==> src/rtl/accum_burst_add_sub_if.sv <==
// Handshake bundle for accum_burst_add_sub: burst control, sample input and result output.
interface accum_burst_add_sub_if #(
    parameter int N     = 8,
    parameter int CNT_W = 8
);
    logic             start;
    logic [CNT_W-1:0] len;
    logic             in_valid;
    logic             in_ready;
    logic [N-1:0]     A;
    logic             sub;
    logic             out_valid;
    logic             out_ready;
    logic [N-1:0]     S;
    logic             carry;
    logic             overflow;
    logic             sticky_ovf;
    logic [CNT_W-1:0] count;

    modport master (
        output start, len, in_valid, A, sub, out_ready,
        input  in_ready, out_valid, S, carry, overflow, sticky_ovf, count
    );

    modport slave (
        input  start, len, in_valid, A, sub, out_ready,
        output in_ready, out_valid, S, carry, overflow, sticky_ovf, count
    );
endinterface

==> src/rtl/accum_burst_add_sub.sv <==
// Burst add/sub accumulator: sums LEN samples, then holds the result until consumed.
// Define ACCUM_SATURATE_EN to clamp S on signed overflow instead of wrapping.
module accum_burst_add_sub #(
    parameter int N     = 8,
    parameter int CNT_W = 8
) (
    input  logic                  clk,
    input  logic                  aclr,
    accum_burst_add_sub_if.slave  bus
);
    typedef enum logic [1:0] {IDLE, RUN, FLUSH, DONE} state_t;

    state_t           state, state_nxt;
    logic [CNT_W-1:0] len_r;
    logic [CNT_W-1:0] count_q;
    logic [N-1:0]     b_r;
    logic             sub_r;
    logic             vld_r;
    logic [N-1:0]     s_q;
    logic             carry_q;
    logic             ovf_q;
    logic             sticky_q;

    logic             accept;
    logic             start_ok;
    logic [N:0]       res;
    logic             ovf_new;
    logic [N-1:0]     s_new;

    assign accept   = bus.in_valid && (state == RUN);
    assign start_ok = bus.start && (state == IDLE);

    always_ff @(posedge clk or negedge aclr) begin
        if (!aclr) state <= IDLE;
        else       state <= state_nxt;
    end

    always_comb begin
        state_nxt = state;
        case (state)
            IDLE:  if (bus.start) state_nxt = (bus.len == '0) ? FLUSH : RUN;
            RUN:   if (accept && (count_q + CNT_W'(1) == len_r)) state_nxt = FLUSH;
            FLUSH: state_nxt = DONE;
            DONE:  if (bus.out_ready) state_nxt = IDLE;
            default: state_nxt = IDLE;
        endcase
    end

    // Stage 2 arithmetic at N+1 bits so the top bit is carry (add) or borrow (sub).
    always_comb begin
        res     = sub_r ? ({1'b0, s_q} - {1'b0, b_r}) : ({1'b0, s_q} + {1'b0, b_r});
        ovf_new = sub_r ? ((s_q[N-1] != b_r[N-1]) && (res[N-1] != s_q[N-1]))
                        : ((s_q[N-1] == b_r[N-1]) && (res[N-1] != s_q[N-1]));
        s_new   = res[N-1:0];
`ifdef ACCUM_SATURATE_EN
        // On overflow the true result keeps the sign of the old sum in both add and sub.
        if (ovf_new) s_new = s_q[N-1] ? {1'b1, {(N-1){1'b0}}} : {1'b0, {(N-1){1'b1}}};
`endif
    end

    always_ff @(posedge clk or negedge aclr) begin
        if (!aclr) begin
            len_r    <= '0;
            count_q  <= '0;
            b_r      <= '0;
            sub_r    <= 1'b0;
            vld_r    <= 1'b0;
            s_q      <= '0;
            carry_q  <= 1'b0;
            ovf_q    <= 1'b0;
            sticky_q <= 1'b0;
        end else begin
            vld_r <= accept;
            if (accept) begin
                b_r     <= bus.A;
                sub_r   <= bus.sub;
                count_q <= count_q + CNT_W'(1);
            end
            if (start_ok) begin
                len_r    <= bus.len;
                count_q  <= '0;
                s_q      <= '0;
                carry_q  <= 1'b0;
                ovf_q    <= 1'b0;
                sticky_q <= 1'b0;
            end else if (vld_r) begin
                s_q      <= s_new;
                carry_q  <= res[N];
                ovf_q    <= ovf_new;
                sticky_q <= sticky_q | ovf_new;
            end
        end
    end

    assign bus.in_ready   = (state == RUN);
    assign bus.out_valid  = (state == DONE);
    assign bus.S          = s_q;
    assign bus.carry      = carry_q;
    assign bus.overflow   = ovf_q;
    assign bus.sticky_ovf = sticky_q;
    assign bus.count      = count_q;
endmodule
==> src/flat_wrapper.sv <==
// flat-port wrapper written by rule: the top's interface ports become plain ports
module accum_burst_add_sub_flat 
#(
    parameter int N     = 8,
    parameter int CNT_W = 8
)
  (clk, aclr, bus_start, bus_len, bus_in_valid, bus_A, bus_sub, bus_out_ready, bus_in_ready, bus_out_valid, bus_S, bus_carry, bus_overflow, bus_sticky_ovf, bus_count);
  accum_burst_add_sub_if #(.N(N), .CNT_W(CNT_W)) bus_i ();
  input  logic clk;
  input  logic aclr;
  input wire logic [$bits(bus_i.start)-1:0] bus_start;
  input wire logic [$bits(bus_i.len)-1:0] bus_len;
  input wire logic [$bits(bus_i.in_valid)-1:0] bus_in_valid;
  input wire logic [$bits(bus_i.A)-1:0] bus_A;
  input wire logic [$bits(bus_i.sub)-1:0] bus_sub;
  input wire logic [$bits(bus_i.out_ready)-1:0] bus_out_ready;
  output wire logic [$bits(bus_i.in_ready)-1:0] bus_in_ready;
  output wire logic [$bits(bus_i.out_valid)-1:0] bus_out_valid;
  output wire logic [$bits(bus_i.S)-1:0] bus_S;
  output wire logic [$bits(bus_i.carry)-1:0] bus_carry;
  output wire logic [$bits(bus_i.overflow)-1:0] bus_overflow;
  output wire logic [$bits(bus_i.sticky_ovf)-1:0] bus_sticky_ovf;
  output wire logic [$bits(bus_i.count)-1:0] bus_count;
  assign bus_i.start = bus_start;
  assign bus_i.len = bus_len;
  assign bus_i.in_valid = bus_in_valid;
  assign bus_i.A = bus_A;
  assign bus_i.sub = bus_sub;
  assign bus_i.out_ready = bus_out_ready;
  assign bus_in_ready = bus_i.in_ready;
  assign bus_out_valid = bus_i.out_valid;
  assign bus_S = bus_i.S;
  assign bus_carry = bus_i.carry;
  assign bus_overflow = bus_i.overflow;
  assign bus_sticky_ovf = bus_i.sticky_ovf;
  assign bus_count = bus_i.count;
  accum_burst_add_sub #(.N(N), .CNT_W(CNT_W)) u_core (.clk(clk), .aclr(aclr), .bus(bus_i));
endmodule
==> config.mk <==
export PLATFORM = sky130hd
export DESIGN_NAME = accum_burst_add_sub_flat
export DESIGN_NICKNAME = d
export VERILOG_FILES = /design/src/rtl/accum_burst_add_sub_if.sv /design/src/rtl/accum_burst_add_sub.sv /design/src/flat_wrapper.sv
export SDC_FILE = /design/constraint.sdc
export NUM_CORES = 1
export LEC_CHECK = 0
export ABC_AREA = 1
export ABC_CLOCK_PERIOD_IN_PS = 2700
export CAP_MARGIN = 40
export CORE_ASPECT_RATIO = 0.5
export CORE_MARGIN = 8
export CORE_UTILIZATION = 40
export DETAILED_ROUTE_END_ITERATION = 8
export DONT_BUFFER_PORTS = 1
export PLACE_DENSITY_LB_ADDON = 0.15
export SLEW_MARGIN = 20
export SYNTH_ARGS = -nofsm -noshare
export SYNTH_HDL_FRONTEND = slang
export SYNTH_SLANG_ARGS = --single-unit
==> constraint.sdc <==
create_clock -name clk -period 2.7 [get_ports clk]
set_clock_uncertainty 0.15 [all_clocks]
set_input_delay 0.54 -clock clk [delete_from_list [all_inputs] [get_ports clk]]
set_output_delay 0.54 -clock clk [all_outputs]
set_load 0.05 [all_outputs]
# [Yosys cells after proc, flatten, opt, wreduce, memory -nomap -nowiden]
# Index checks and enable logic that the tools add are counted.
[word_totals] reg_bits=39 wordCells=51 inputBits=22 output_inout_bits=21
[classes] n_eq_ne=10 bitwise=1 add_sub_neg=3 n_reduce_logical=10 mux=17
[op_table] cell="8-bit 2-to-1 mux" n=4
[op_table] cell="8-bit by 8-bit adder with 9-bit output" n=1
[op_table] cell="9-bit 2-to-1 mux" n=1
[op_table] cell="8-bit by 8-bit subtractor with 9-bit output" n=1
[op_table] cell="8-bit by 1-bit adder with 8-bit output, second input constant" n=1
[op_table] cell="8-bit == test" n=1
[op_table] cell="8-bit logical NOT" n=1
[op_table] cell="2-bit 2-to-1 mux" n=4
[op_table] cell="2-bit one-hot mux with 4 select lines" n=1
[op_table] cell="1-bit 2-to-1 mux" n=7
[op_table] cell="1-bit logical AND" n=5
[op_table] cell="2-bit == test, second input constant" n=2
[op_table] cell="2-bit != test, second input constant" n=2
[op_table] cell="2-bit nonzero test" n=2
[op_table] cell="3-bit AND reduction" n=1
[op_table] cell="2-bit by 1-bit == test with 1-bit output, second input constant" n=1
[op_table] cell="2-bit logical NOT" n=1
[op_table] cell="1-bit != test" n=2
[op_table] cell="2-bit by 1-bit != test with 1-bit output, second input constant" n=1
[op_table] cell="1-bit == test" n=1
[op_table] cell="1-bit bitwise OR" n=1

# [Depth between registers and ports, before layout]
[logic_depth] depth_word=8 depth_mapped=18 ltp_nobuf=18

# [Worst setup path before layout]
# No wires, ideal clock.
[synth_path] path_kind="register to register" from="reg u_core.b_r[0]" to="reg u_core.ovf_q (netlist: u_core.bus.overflow)" n_path_buf=0 setup_slack_ns=0.343 arrival_ns=2.088 required_time_ns=2.431 path_stages_with_launch=18 period_less_slack_ns=2.357 path_cell_list="dfrtp_1 inv_1 ha_1 inv_1 nor2_1 nor2_1 a21oi_1 xnor2_1 inv_1 ha_1 nand2_1 nand2_1 a31oi_1 nand3_1 nand2_1 nand2_1 nand3b_1 nand2_1"
[synth_between] elab_chain_cells=7 word_cells_on_any_way=9 classes_between="add/sub: 2; eq/ne: 1; mux: 4; reduce/logical: 2"
[synth_rtl] item="from (decl)" line_no="accum_burst_add_sub.sv:16" rtl="logic [N-1:0] b_r;"
[synth_rtl] item="from (signal assigned)" line_no="accum_burst_add_sub.sv:75" rtl="b_r <= bus.A;"
[synth_rtl] item="8-bit by 8-bit adder with 9-bit output or 8-bit by 8-bit subtractor with 9-bit output (tied branches)" line_no="accum_burst_add_sub.sv:51" rtl="res = sub_r ? ({1'b0, s_q} - {1'b0, b_r}) : ({1'b0, s_q} + {1'b0, b_r});"
[synth_rtl] item="9-bit 2-to-1 mux *" line_no="accum_burst_add_sub.sv:51"
[synth_rtl] item="1-bit != test *" line_no="accum_burst_add_sub.sv:52, accum_burst_add_sub.sv:53"
[synth_rtl] item="1-bit logical AND (on tied branches)" line_no="accum_burst_add_sub.sv:53, accum_burst_add_sub.sv:52"
[synth_rtl] item="1-bit 2-to-1 mux *" line_no="accum_burst_add_sub.sv:52" rtl="ovf_new = sub_r ? ((s_q[N-1] != b_r[N-1]) && (res[N-1] != s_q[N-1]))"
[synth_rtl] item="1-bit 2-to-1 mux *" line_no="accum_burst_add_sub.sv:86" rtl="end else if (vld_r) begin"
[synth_rtl] item="1-bit 2-to-1 mux *" line_no="accum_burst_add_sub.sv:79" rtl="if (start_ok) begin"
[synth_rtl] item="to (signal assigned)" line_no="accum_burst_add_sub.sv:89" rtl="ovf_q <= ovf_new;"
[synth_rtl] item="to (decl)" line_no="accum_burst_add_sub.sv:21" rtl="logic ovf_q;"
# Every way passes the cells marked *; elsewhere a longest branch is shown, timed or not. The select of a mux whose other input is x is not followed.
# A chain may end at the register's enable or synchronous reset.

# [Final worst setup path]
# Ends and elaborated chain as after synthesis.

==> results.json <==
{
  "synth_fp_nets": 366,
  "drive_above_1_share": 0.1143,
  "cts_htree_levels": 2,
  "num_rows": 20,
  "yosysMostFrequentCell": "nand2_1",
  "clk_path_buf_depth": 2,
  "clk_latency_ns": 0.28,
  "first_pass_iters": 4,
  "cp_data_required_time_ns": 2.72,
  "num-fill-cells": 607,
  "cts_made_buffers": 5,
  "start_util": 0.4078,
  "core_mm2": 0.005956,
  "multiInputGateArea_mm2": 0.001259,
  "grt_remaining_overflow": 0,
  "syn2layout_area_growth_pct": 17.83,
  "drtIter0Drc": 140,
  "utilization": 0.4805,
  "reg2reg_from": "u_core.b_r[0]",
  "power.leakage_nw": 1.461,
  "drc_errors": 0,
  "fin_crit_sh": 0.9356,
  "slew_violations": 0,
  "ios": 43,
  "wl_um": 5924,
  "ys_async_sr_fraction": 1.000,
  "cts_tree": "built",
  "ys_seq_elements": 39,
  "hold_violations": 0,
  "ys_types": 27,
  "crit_fanout": 5,
  "drt-vias-per-instance": 4.958,
  "diodes": 0,
  "synth_ff_type": "dfrtp_1",
  "hp-class": "input pin to register",
  "end_kind": "register",
  "detailed_place_hpwl_um": 4516,
  "grt_pass1_wl_um": 10200,
  "post_drt_wl_per_cell_um": 13.87,
  "critPathKind": "register to register",
  "antenna_found_initial": 0,
  "nets": 387,
  "clock_sinks": 39,
  "die_w_um": 126.2,
  "setup_viol": 0,
  "cp_data_arrival_time_ns": 2.55,
  "finalPower_mw": 3.841,
  "relSlewSlack": 0.6090,
  "syn-cell-area_mm2": 0.002429,
  "syn_area_per_cell_um2": 7.404,
  "die_area_mm2": 0.008972,
  "min-delay-start": "bus_A[2]",
  "yosysSeqAreaShare": 0.4019,
  "yosysTopAreaCell": "dfrtp_1",
  "synthTopCellsByArea": "dfrtp_1 40%, nand2_1 14%, inv_1 8.5%, ha_1 7.7%, nand3_1 5.6%",
  "gp_congestion": 0.8098,
  "peakVddDrop_mv": 0.6162,
  "grt_pass1_vias": 2129,
  "vias": 2117,
  "synth_warnings": 0,
  "yosys-top-cells-count": "92 x nand2_1, 55 x inv_1, 39 x dfrtp_1",
  "timing.hold.ws_ns": 0.2159,
  "worstSetupStartpoint": "u_core.b_r[0]",
  "netlist_instances": 328,
  "numPortBuffers": 0,
  "post-route-min-period_ns": 2.526,
  "rsz0062_at_grt": "yes",
  "drv_cap": 0,
  "yosys.area.top_type_share": 0.4019,
  "grt_max_degree": 40,
  "cts.clk_slew.worst_paths_ns": 0.06,
  "worstMarginPinSlew_ns": 0.5866,
  "power_density_mw_per_mm2": 1342,
  "synth_edf_count": 0,
  "status": "finished, final reports clean",
  "fmax_mhz": 395.9,
  "track_usage": 0.1386,
  "die-height_um": 71.10,
  "clockRootBuffer": "clkbuf_16",
  "ff_latch_area_um2": 975.9,
  "postRouteAntennaNets": 0,
  "cp-start-kind": "register"
}
placed cells by master (no fill, tap or decap), types with 2 or more instances in the layout:
cell	count
a21oi_1	9
a31oi_1	2
buf_4	16
clkbuf_16	5
dfrtp_1	39
ha_1	14
inv_1	53
inv_2	2
nand2_1	92
nand2_2	4
nand3_1	27
nand3b_1	2
nand4_1	2
nor2_1	17
nor2_2	2
nor2_4	2
nor3_1	2
nor4_1	2
o21ai_0	24
o21ai_1	2
o21bai_1	2
o22ai_1	8
xnor2_1	2
xor2_1	5
what timing repair did:
item                       4_1_cts  5_1_grt
gates resized for setup          0        9
hold endpoints to repair        39        0
hold buffers                     2        0
setup buffers                    0        2
setup endpoints to repair        0        5
kinds of logic (layout without fill, tap and decap cells):
group / after synthesis / count (layout) / share of synthesized area
XOR/XNOR: 7 / 7 / 0.02525
buffers and inverters: 59 / 81 / 0.09119
adder cells (fa/ha/maj): 16 / 16 / 0.08552
AND/OR/NAND/NOR: 154 / 154 / 0.2736
AO/OA/AOI/OAI: 53 / 53 / 0.1226
flip-flops: 39 / 39 / 0.4019
state kept, by name, summed over array words and instances, names as in the netlist:
register and flops:
u_core.vld_r 1, u_core.b_r 8, u_core.bus.overflow 1, u_core.bus.S 8, u_core.len_r 8, u_core.bus.carry 1, u_core.bus.sticky_ovf 1, u_core.state 2
u_core.bus.count 8, u_core.sub_r 1
where the power goes:
| group | leakage [nW] | internal, mW | switching, mW |
|---|---|---|---|
| combinational | 0.869 | 0.769 | 1.26 |
| clock | 0.0868 | 0.460 | 0.244 |
| sequential | 0.506 | 0.787 | 0.320 |
| total | 1.46 | 2.02 | 1.83 |
critical path: stages (launching register included):
cell	delay, ns
dfrtp_1	0.37
inv_1	0.06
ha_1	0.20
inv_2	0.06
nor2_2	0.05
a31oi_1	0.20
xor2_1	0.25
ha_1	0.30
inv_2	0.10
o21bai_1	0.08
a31oi_2	0.16
nand3_1	0.11
nand2_1	0.09
nand2_1	0.05
nand3b_1	0.10
nand2_1	0.06
area by class of cell:
type / count / share of cell area
Clock buffer: 6 / 0.04854
Clock inverter: 2 / 0.01224
Inverter: 55 / 0.07215
Multi-Input combinational cell: 230 / 0.4399
Sequential cell: 39 / 0.3411
Tap cell: 77 / 0.03367
Timing Repair Buffer: 18 / 0.05247
final timing paths:
check | to | slack [ns] | cells after the start
worst max register to register | u_core.bus.overflow | 0.17 | 15
min in group asynchronous | u_core.bus.count[4] | 0.55 | 2
worst max-delay path | u_core.bus.overflow | 0.17 | 15
worst min register to register | u_core.len_r[0] | 0.36 | 2
max in group asynchronous | u_core.bus.S[4] | 1.64 | 2
worst min-delay path | u_core.b_r[2] | 0.22 | 2
stage by stage:
step                      cell area [µm²]  TNS (ns)  worst slack [ns]  cells
after global placement               2615         0            0.2116    415
after global routing                 2861  -0.02513          -0.01903    427
after floorplan                      2429         0            0.3430    328
after CTS                            2819         0            0.1071    425
after detailed placement             2615         0            0.1222    415
final                                2861         0            0.1738    427
routing by layer:
layer / track usage / up-vias / wire, µm
met5: 0 / - / 0
met4: 0.03963 / 0 / 62
met3: 0.04198 / 8 / 318
met2: 0.2389 / 33 / 2862
met1: 0.1643 / 974 / 2681
li1: - / 1102 / -
Power figures use the tool's default switching activity.
